===== src/rtl/cache_mem_ctrl_if.sv =====
// ---------------------------------------------------------------------------
// cache_mem_ctrl_if
// Bundle of the cache-to-memory protocol signals seen by cache_mem_ctrl.
//   dcache side : dREN, dWEN, daddr, dstore  -> controller
//                 dwait, dload               <- controller
//   icache side : iREN, iaddr                -> controller
//                 iwait, iload               <- controller
//   RAM side    : ramREN, ramWEN, ramaddr, ramstore <- controller
//                 ramload, ramstate                 -> controller
//   status      : err                               <- controller
// The "slave" modport is the controller's view.
// The "master" modport is the view of the caches and the RAM model.
// ---------------------------------------------------------------------------
interface cache_mem_ctrl_if;
    logic        dREN;
    logic        dWEN;
    logic [31:0] daddr;
    logic [31:0] dstore;
    logic        dwait;
    logic [31:0] dload;

    logic        iREN;
    logic [31:0] iaddr;
    logic        iwait;
    logic [31:0] iload;

    logic        ramREN;
    logic        ramWEN;
    logic [31:0] ramaddr;
    logic [31:0] ramstore;
    logic [31:0] ramload;
    logic [1:0]  ramstate;

    logic        err;

    modport slave (
        input  dREN, dWEN, daddr, dstore,
        output dwait, dload,
        input  iREN, iaddr,
        output iwait, iload,
        output ramREN, ramWEN, ramaddr, ramstore,
        input  ramload, ramstate,
        output err
    );

    modport master (
        output dREN, dWEN, daddr, dstore,
        input  dwait, dload,
        output iREN, iaddr,
        input  iwait, iload,
        input  ramREN, ramWEN, ramaddr, ramstore,
        output ramload, ramstate,
        input  err
    );
endinterface


===== src/rtl/cache_mem_ctrl.sv =====
// ---------------------------------------------------------------------------
// cache_mem_ctrl
// Responder end of the cache-to-memory protocol. It arbitrates a dcache
// (read/write) and an icache (read-only) onto one single-ported RAM.
//
// Ports:
//   CLK   - clock, rising edge
//   nRST  - asynchronous active-low reset
//   bus   - cache_mem_ctrl_if.slave: cache request/response lines,
//           RAM request/status lines and the sticky err flag
//
// Arbitration takes place in IDLE. The granted RAM request starts on the
// following cycle. dcache writes have priority over dcache reads, which have
// priority over icache reads. An icache that has waited STARVE_MAX cycles
// wins the next arbitration.
// Address and data pass straight through from the granted requester.
// The wait/load responses are combinational on ramstate, so an access
// completes in the same cycle that the RAM reports ACCESS or ERROR.
// ---------------------------------------------------------------------------
module cache_mem_ctrl #(
    parameter int          STARVE_MAX = 8,
    parameter logic [31:0] ERR_WORD   = 32'hBAD1BAD1
) (
    input  logic               CLK,
    input  logic               nRST,
    cache_mem_ctrl_if.slave    bus
);

    localparam int             CNT_W      = $clog2(STARVE_MAX + 1);
    localparam logic [CNT_W-1:0] STARVE_LIM = CNT_W'(STARVE_MAX);

    localparam logic [1:0] RS_ACCESS = 2'd2;
    localparam logic [1:0] RS_ERROR  = 2'd3;

    typedef enum logic [1:0] {
        IDLE = 2'd0,
        DWR  = 2'd1,
        DRD  = 2'd2,
        IRD  = 2'd3
    } state_t;

    state_t           state_q;
    state_t           grant_d;
    logic             ramren_q;
    logic             ramwen_q;
    logic             err_q;
    logic [CNT_W-1:0] starve_q;

    logic ram_done;
    logic ram_err;
    logic req_held;
    logic d_done;
    logic i_done;
    logic starve_full;

    assign ram_done    = (bus.ramstate == RS_ACCESS) || (bus.ramstate == RS_ERROR);
    assign ram_err     = (bus.ramstate == RS_ERROR);
    assign starve_full = (starve_q >= STARVE_LIM);

    // The granted requester's own request line. If this line drops before
    // completion, the access is abandoned.
    always_comb begin
        req_held = 1'b0;
        case (state_q)
            DWR:     req_held = bus.dWEN;
            DRD:     req_held = bus.dREN;
            IRD:     req_held = bus.iREN;
            default: req_held = 1'b0;
        endcase
    end

    // An access completes only if its request is still held. A withdrawn
    // request never produces a wait pulse, even if the RAM answers in that cycle.
    assign d_done = ((state_q == DWR) || (state_q == DRD)) && req_held && ram_done;
    assign i_done = (state_q == IRD) && req_held && ram_done;

    // Arbitration result. It is only consumed while in IDLE.
    always_comb begin
        grant_d = IDLE;
        if (starve_full && bus.iREN) begin
            grant_d = IRD;
        end else if (bus.dWEN) begin
            grant_d = DWR;
        end else if (bus.dREN) begin
            grant_d = DRD;
        end else if (bus.iREN) begin
            grant_d = IRD;
        end
    end

    // State machine with registered RAM enables. The enables track the
    // state being entered, so they rise and fall together with the grant.
    always_ff @(posedge CLK or negedge nRST) begin
        if (!nRST) begin
            state_q  <= IDLE;
            ramren_q <= 1'b0;
            ramwen_q <= 1'b0;
            err_q    <= 1'b0;
            starve_q <= '0;
        end else begin
            case (state_q)
                IDLE: begin
                    state_q  <= grant_d;
                    ramwen_q <= (grant_d == DWR);
                    ramren_q <= (grant_d == DRD) || (grant_d == IRD);
                end
                default: begin
                    // Completion or abort both return to IDLE.
                    if (!req_held || ram_done) begin
                        state_q  <= IDLE;
                        ramren_q <= 1'b0;
                        ramwen_q <= 1'b0;
                    end
                end
            endcase

            if ((d_done || i_done) && ram_err) begin
                err_q <= 1'b1;
            end

            // The counter measures how long a pending icache request has
            // been held off. It saturates so that the comparison stays valid.
            if (!bus.iREN || i_done) begin
                starve_q <= '0;
            end else if ((state_q != IRD) && (starve_q < STARVE_LIM)) begin
                starve_q <= starve_q + CNT_W'(1);
            end
        end
    end

    // RAM request lines pass through from the granted requester.
    always_comb begin
        bus.ramaddr  = '0;
        bus.ramstore = '0;
        case (state_q)
            DWR: begin
                bus.ramaddr  = bus.daddr;
                bus.ramstore = bus.dstore;
            end
            DRD:     bus.ramaddr = bus.daddr;
            IRD:     bus.ramaddr = bus.iaddr;
            default: bus.ramaddr = '0;
        endcase
    end

    assign bus.ramREN = ramren_q;
    assign bus.ramWEN = ramwen_q;

    assign bus.dwait  = !d_done;
    assign bus.iwait  = !i_done;
    assign bus.dload  = d_done ? (ram_err ? ERR_WORD : bus.ramload) : 32'h0;
    assign bus.iload  = i_done ? (ram_err ? ERR_WORD : bus.ramload) : 32'h0;

    assign bus.err    = err_q;

endmodule


===== src/flat_wrapper.sv =====
// flat-port wrapper written by rule: the top's interface ports become plain ports
module cache_mem_ctrl_flat 
#(
    parameter int          STARVE_MAX = 8,
    parameter logic [31:0] ERR_WORD   = 32'hBAD1BAD1
)
  (CLK, nRST, bus_dREN, bus_dWEN, bus_daddr, bus_dstore, bus_dwait, bus_dload, bus_iREN, bus_iaddr, bus_iwait, bus_iload, bus_ramREN, bus_ramWEN, bus_ramaddr, bus_ramstore, bus_ramload, bus_ramstate, bus_err);
  cache_mem_ctrl_if bus_i ();
  input  logic CLK;
  input  logic nRST;
  input wire logic [$bits(bus_i.dREN)-1:0] bus_dREN;
  input wire logic [$bits(bus_i.dWEN)-1:0] bus_dWEN;
  input wire logic [$bits(bus_i.daddr)-1:0] bus_daddr;
  input wire logic [$bits(bus_i.dstore)-1:0] bus_dstore;
  output wire logic [$bits(bus_i.dwait)-1:0] bus_dwait;
  output wire logic [$bits(bus_i.dload)-1:0] bus_dload;
  input wire logic [$bits(bus_i.iREN)-1:0] bus_iREN;
  input wire logic [$bits(bus_i.iaddr)-1:0] bus_iaddr;
  output wire logic [$bits(bus_i.iwait)-1:0] bus_iwait;
  output wire logic [$bits(bus_i.iload)-1:0] bus_iload;
  output wire logic [$bits(bus_i.ramREN)-1:0] bus_ramREN;
  output wire logic [$bits(bus_i.ramWEN)-1:0] bus_ramWEN;
  output wire logic [$bits(bus_i.ramaddr)-1:0] bus_ramaddr;
  output wire logic [$bits(bus_i.ramstore)-1:0] bus_ramstore;
  input wire logic [$bits(bus_i.ramload)-1:0] bus_ramload;
  input wire logic [$bits(bus_i.ramstate)-1:0] bus_ramstate;
  output wire logic [$bits(bus_i.err)-1:0] bus_err;
  assign bus_i.dREN = bus_dREN;
  assign bus_i.dWEN = bus_dWEN;
  assign bus_i.daddr = bus_daddr;
  assign bus_i.dstore = bus_dstore;
  assign bus_dwait = bus_i.dwait;
  assign bus_dload = bus_i.dload;
  assign bus_i.iREN = bus_iREN;
  assign bus_i.iaddr = bus_iaddr;
  assign bus_iwait = bus_i.iwait;
  assign bus_iload = bus_i.iload;
  assign bus_ramREN = bus_i.ramREN;
  assign bus_ramWEN = bus_i.ramWEN;
  assign bus_ramaddr = bus_i.ramaddr;
  assign bus_ramstore = bus_i.ramstore;
  assign bus_i.ramload = bus_ramload;
  assign bus_i.ramstate = bus_ramstate;
  assign bus_err = bus_i.err;
  cache_mem_ctrl #(.STARVE_MAX(STARVE_MAX), .ERR_WORD(ERR_WORD)) u_core (.CLK(CLK), .nRST(nRST), .bus(bus_i));
endmodule

===== config.mk =====
export PLATFORM = sky130hd
export DESIGN_NAME = cache_mem_ctrl_flat
export DESIGN_NICKNAME = d
export VERILOG_FILES = /design/src/rtl/cache_mem_ctrl_if.sv /design/src/rtl/cache_mem_ctrl.sv /design/src/flat_wrapper.sv
export SDC_FILE = /design/constraint.sdc
export NUM_CORES = 1
export LEC_CHECK = 0
export ABC_AREA = 1
export CELL_PAD_IN_SITES_DETAIL_PLACEMENT = 1
export CELL_PAD_IN_SITES_GLOBAL_PLACEMENT = 1
export CORE_ASPECT_RATIO = 0.7
export CORE_UTILIZATION = 13
export DETAILED_ROUTE_END_ITERATION = 16
export PLACE_DENSITY = 0.79
export SETUP_SLACK_MARGIN = 0.1
export SLEW_MARGIN = 20
export SYNTH_ARGS = -nofsm -noshare
export SYNTH_HDL_FRONTEND = slang
export SYNTH_SLANG_ARGS = --single-unit

===== constraint.sdc =====
create_clock -name CLK -period 2.1 [get_ports CLK]
set_input_delay 0.42 -clock CLK [delete_from_list [all_inputs] [get_ports CLK]]
set_output_delay 0.42 -clock CLK [all_outputs]
set_load 0.1 [all_outputs]

== Word-level counts from Yosys, hierarchy flattened ==
Cells that the tools add are included.

* $add $sub $neg: 1
* Equal/unequal tests: 9
* Order comparisons: 2
* Reductions and logical operators: 21
* Multiplexer cells: 17

{| class="wikitable"
|+ Operators with widths
! cell !! number
|-
| 32-bit two-way mux || 4
|-
| 32-bit case mux with 2 select lines || 1
|-
| 2-bit equality test (second input constant) || 6
|-
| 2-bit two-way mux || 6
|-
| 4-bit two-way mux || 2
|-
| 1-bit logical AND || 7
|-
| 1-bit logical OR || 6
|-
| 4-bit by 1-bit adder with 4-bit output (second input constant) || 1
|-
| 2-bit by 1-bit equality test with 1-bit output (second input constant) || 2
|-
| 4-bit >= comparator (second input constant) || 1
|-
| 1-bit logical NOT || 4
|-
| 4-bit less-than comparator (second input constant) || 1
|-
| 2-bit nonzero test || 2
|-
| 1-bit two-way mux || 3
|-
| 1-bit case mux with 3 select lines || 1
|-
| 2-bit logical NOT || 1
|-
| 2-bit != test (second input constant) || 1
|-
| 2-bit OR reduction || 1
|}

* Input bits: 135
* Logic and storage cells: 55
* Output and inout bits: 133
* Flip-flop bits (word level): 9

== Longest topological paths before layout ==
* Depth in word-level cells: 7
* Gate-level depth with buffers: 9
* Depth with buffers taken out: 8

== Least setup slack after synthesis ==
Ideal clock, no wire load.

* Path kind: reg-to-output
* From: register u_core.state_q[0]
* To: output bus_dload[11]
* Required time: 1.680 ns
* Path slack: -0.975 ns
* Data arrival time: 2.655 ns
* Stages on the path, launching flop included: 8
* Path buffers: 2
* Cell sequence: dfrtp_1 inv_1 ha_1 buf_2 inv_2 nand4_4 buf_6 a21oi_1

* Longest elaborated chain between the ends: 5
* Elaborated cells on any way between the ends: 8
* Those cells by class: eq/ne (3); mux (2); reduce/logical (3)

{| class="wikitable"
|+ Ends and longest elaborated chain
! what !! line !! source
|-
| from (decl) || cache_mem_ctrl.sv:42 || <nowiki>state_t state_q;</nowiki>
|-
| from (signal assigned) || cache_mem_ctrl.sv:103 || <nowiki>state_q <= grant_d;</nowiki>
|-
| 2-bit equality test, or another cell as far along || cache_mem_ctrl.sv:64 || <nowiki>case (state_q)</nowiki>
|-
| 1-bit case mux with 3 select lines / 1-bit logical OR (equally long branches) || cache_mem_ctrl.sv:64, cache_mem_ctrl.sv:74 ||
|-
| 1-bit logical AND * (2 in series) || cache_mem_ctrl.sv:74 || <nowiki>assign d_done = ((state_q == DWR) || (state_q == DRD)) && req_held && ram_done;</nowiki>
|-
| 32-bit two-way mux * || cache_mem_ctrl.sv:151 || <nowiki>assign bus.dload = d_done ? (ram_err ? ERR_WORD : bus.ramload) : 32'h0;</nowiki>
|-
| to (decl) || flat_wrapper.sv:16 || <nowiki>output wire logic [$bits(bus_i.dload)-1:0] bus_dload;</nowiki>
|}

Every way passes the cells marked *; elsewhere a longest branch is shown, timed or not.

== Worst setup path in the final report ==
* From: register u_core.state_q[1]
* To: output bus_iload[7]

* Longest elaborated chain between the ends: 5
* Elaborated cells on any way between the ends: 7
* Those cells by class: eq/ne (3); mux (2); reduce/logical (2)

{| class="wikitable"
|+ Ends and longest elaborated chain
! what !! line !! source
|-
| 2-bit equality test, or another cell as far along || cache_mem_ctrl.sv:64, cache_mem_ctrl.sv:75 ||
|-
| 1-bit case mux with 3 select lines || cache_mem_ctrl.sv:64 ||
|-
| 1-bit logical AND * (2 in series) || cache_mem_ctrl.sv:75 || <nowiki>assign i_done = (state_q == IRD) && req_held && ram_done;</nowiki>
|-
| 32-bit two-way mux * || cache_mem_ctrl.sv:152 || <nowiki>assign bus.iload = i_done ? (ram_err ? ERR_WORD : bus.ramload) : 32'h0;</nowiki>
|-
| to (decl) || flat_wrapper.sv:20 || <nowiki>output wire logic [$bits(bus_i.iload)-1:0] bus_iload;</nowiki>
|}

Marked as above.

==> key figures <==
Power
  – Sequential power share: 3.9%
  – Sw Pwr: 3.55 mW
  – P_leak: 3.10 nW
  – Worst IR Drop VDD: 0.425 mV
  – Total Power: 6.13 mW
  – Switching Fraction: 57.8%
  – Pwr Density: 757 nW/µm²
  – Clock power frac: 5.4%
  – Design internal power: 2.58 mW
  – Comb power frac: 90.7%

Placed design
  – PortBufs: 267
  – Gpl congestion: 0.845
  – DPL Wire Length: 11,700 µm

Status
  – Outcome: complete, but fails checks
  – Failing checks: setup timing

Floorplan
  – Row count: 36
  – Die Y: 102 µm
  – Die area: 14,900 µm²
  – Initial core utilization: 13.4%
  – Ports: 268
  – Die X: 146 µm
  – Core area: 14,000 µm²

Global routing
  – Initial antenna violation count: 1
  – Pin count of the biggest net entering global routing: 36
  – Global-route wire length before repair: 20,700 µm
  – Gr ovfl total: 0
  – Vias in the first global route: 3,847
  – GRT Resource Usage Total: 17.6%

Synth
  – Net Count, Synth: 494
  – Cell with the most instances after synthesis: nand2_1
  – Most used DFF post-synth: dfrtp_1
  – Mapped cell area: 1870 µm²
  – Mapped Cells: 353
  – FF+latch count, synth: 9
  – FFs w/ async S/R, synth: 100%
  – Top area cells in the synthesized netlist: nand2_1 (26%), a21oi_1 (13%), dfrtp_1 (12%)
  – Ys Warns: 0
  – Most common library cells after synthesis: nand2_1 (132), inv_1 (59), a21oi_1 (49)
  – Avg Cell Area, Syn: 5.31 µm²
  – Area share of the largest cell type after synthesis: 26.4%
  – EDFF count, synth: 0
  – Synth cell types: 25
  – Post-synthesis sequential area ratio: 12.0%
  – Yosys top cell by area: nand2_1

Timing
  – Worst Skew: 0.00506 ns
  – Final period utilization: 111%
  – Final hold vios: 0
  – Slew margin rel.: 69.5%
  – Fin. max-slew vios: 0
  – Setup_tns: -18.13 ns
  – Setup WS post-layout: -0.223 ns
  – Final min period: 2.32 ns
  – Final setup violation count: 128
  – RSZ-0062 raised after global routing: yes
  – FMAX: 430 MHz
  – Worst slew pin tran: 0.456 ns

Critical path
  – Critical Path Fanout Max: 18
  – Worst Reg-to-Reg Cells: 5
  – Worst path slowest cell: dfrtp_2
  – RR Startpoint: u_core.state_q[1]
  – Worst R2R Setup Slack: 0.48 ns
  – Critical path capture point type: primary output
  – R2R Path End: u_core.starve_q[3]
  – Crit Path Category: flip-flop to primary output
  – Req. time, crit path: 1.68 ns
  – CP peak stage delay: 0.46 ns
  – Critical Path Start Type: flip-flop
  – Worst Path Arrival: 1.90 ns
  – CP Cell Sequence: inv_4 > ha_4 > nand2_4 > nand3_4 > buf_6 > nand3_4 > buf_12 > a21oi_4 > buf_12

Clock tree
  – Clk_lat worst skew: 0.23 ns
  – Clk Tree Root Cell: clkbuf_16
  – CTS Buffer Depth: 2
  – H-tree depth: 1
  – CTS tree: yes
  – TritonCTS Sinks: 9
  – Inserted Clock Buffers: 3
  – Clk slew on worst S/H paths: 0.04 ns
  – Post-CTS Hold Fix Bufs: 0

Route
  – Pre-antenna DRT Iters: 4
  – DR iter-0 viols: 48
  – Vias per Instance: 4.14
  – Routed len/inst: 17.6 µm
  – ANT nets after route: 0
  – Final WL: 14,700 µm
  – Via count: 3,454
  – Residual DRC: 0

Layout
  – Utilization after layout: 57.8%
  – Storage element area: 228 µm²
  – Layout cells sized above 1: 60.7%
  – Final #Nets: 785
  – Layout area overhead: 332%
  – Footprint of the multi-input gates: 2580 µm²
  – Final-layout fill cell count: 1,412

Hold path
  – Hold Path Stages: 2
  – Hold Crit Start: u_core.bus.err
  – Hold Path Class: flip-flop to flip-flop
  – Min-Delay Endpoint: u_core.bus.err

Job
  – Number of max-cap violations: 0
[worst max-delay path by stage]
stage | slack [ns] | to | cells past startpoint | start
final | -0.22 | bus_iload[7] | 9 | u_core.state_q[1]
after global routing | -0.29 | bus_iload[15] | 9 | u_core.state_q[1]
after CTS | -0.21 | bus_dload[6] | 8 | u_core.state_q[1]
after detailed placement | -0.23 | bus_iload[7] | 6 | bus_ramstate[1]
after global placement | -0.19 | bus_dload[12] | 7 | bus_iREN
after floorplan | -0.18 | bus_dload[10] | 8 | u_core.state_q[1]
[metal layers]
layer / vias to the layer above / share of wire (%) / global-route usage, %
met2: 119 / 59 / 37.2
met4: 0 / 1.2 / 2.67
li1: 1652 / - / -
met5: - / 0 / 0
met3: 14 / 4.2 / 2.99
met1: 1669 / 36 / 18.6
[layout make-up]
type	count	area share [%]
Timing Repair Buffer	313	57.0
Multi-Input combinational cell	256	31.9
Inverter	61	4.34
Tap cell	190	2.94
Sequential cell	9	2.81
Clock buffer	4	0.973
Antenna cell	1	0.0309
[state kept, by name, indices dropped and copies added (netlist names)]
signal             count
u_core.bus.ramREN      1
u_core.state_q         2
u_core.bus.err         1
u_core.bus.ramWEN      1
u_core.starve_q        4
[power groups by stage]
stage | Clock (mW) | Combinational, mW | Sequential [mW]
floorplan | 0 | 3.12 | 0.276
global placement | 0 | 4.76 | 0.223
detailed placement | 0 | 4.85 | 0.226
CTS | 0.337 | 5.36 | 0.236
global route | 0.348 | 5.73 | 0.241
finish | 0.333 | 5.56 | 0.237
[stage by stage]
step | instances | hold slack (ns) | cell area (µm²) | setup slack, ns
2_1_floorplan | 353 | 0.124 | 3110 | -0.177
3_3_place_gp | 807 | 0.456 | 7320 | -0.191
3_5_place_dp | 807 | 0.458 | 7320 | -0.232
4_1_cts | 826 | 0.469 | 7830 | -0.209
5_1_grt | 834 | 0.503 | 8100 | -0.285
6_report | 834 | 0.471 | 8100 | -0.223
[cell families after synthesis]
| group | count (synthesis) | share of synthesized area (%) |
|---|---|---|
| and+or+nand+nor | 175 | 38.5 |
| buffers and inverters | 88 | 21.0 |
| AOI/OAI and AO/OA | 74 | 24.1 |
| DFF | 9 | 12.0 |
| adders and majority gates | 6 | 4.01 |
| xor gates and xnor gates | 1 | 0.467 |
[timing repair]
item,CTS,global route
setup endpoints to repair,130,130
buffers inserted,11,6
cloned,4,2
resized for setup,59,60
pin swaps,18,31
[layout by cell type, fill, tap and decap left out, types with 6 or more instances in the layout]
cell type / netlist / routed
clkdlybuf4s50_1: 0 / 130
inv_1: 59 / 25
buf_6: 5 / 6
buf_4: 2 / 21
dfrtp_1: 9 / 7
nand2_1: 132 / 66
clkinvlp_4: 0 / 30
a21oi_4: 0 / 68
nand2_4: 1 / 43
buf_12: 0 / 144
nand3_1: 6 / 6
nor2_4: 0 / 28
nand2_2: 1 / 25
[worst max-delay path, delay by kind of cell (launching register included)]
| kind | cells | cell delay, ns |
|---|---|---|
| fa+ha+maj | 1 | 0.15 |
| flops | 1 | 0.46 |
| buf+inv | 4 | 0.62 |
| simple gates | 3 | 0.25 |
| compound gates | 1 | 0.17 |
Power figures use the tool's default switching activity.
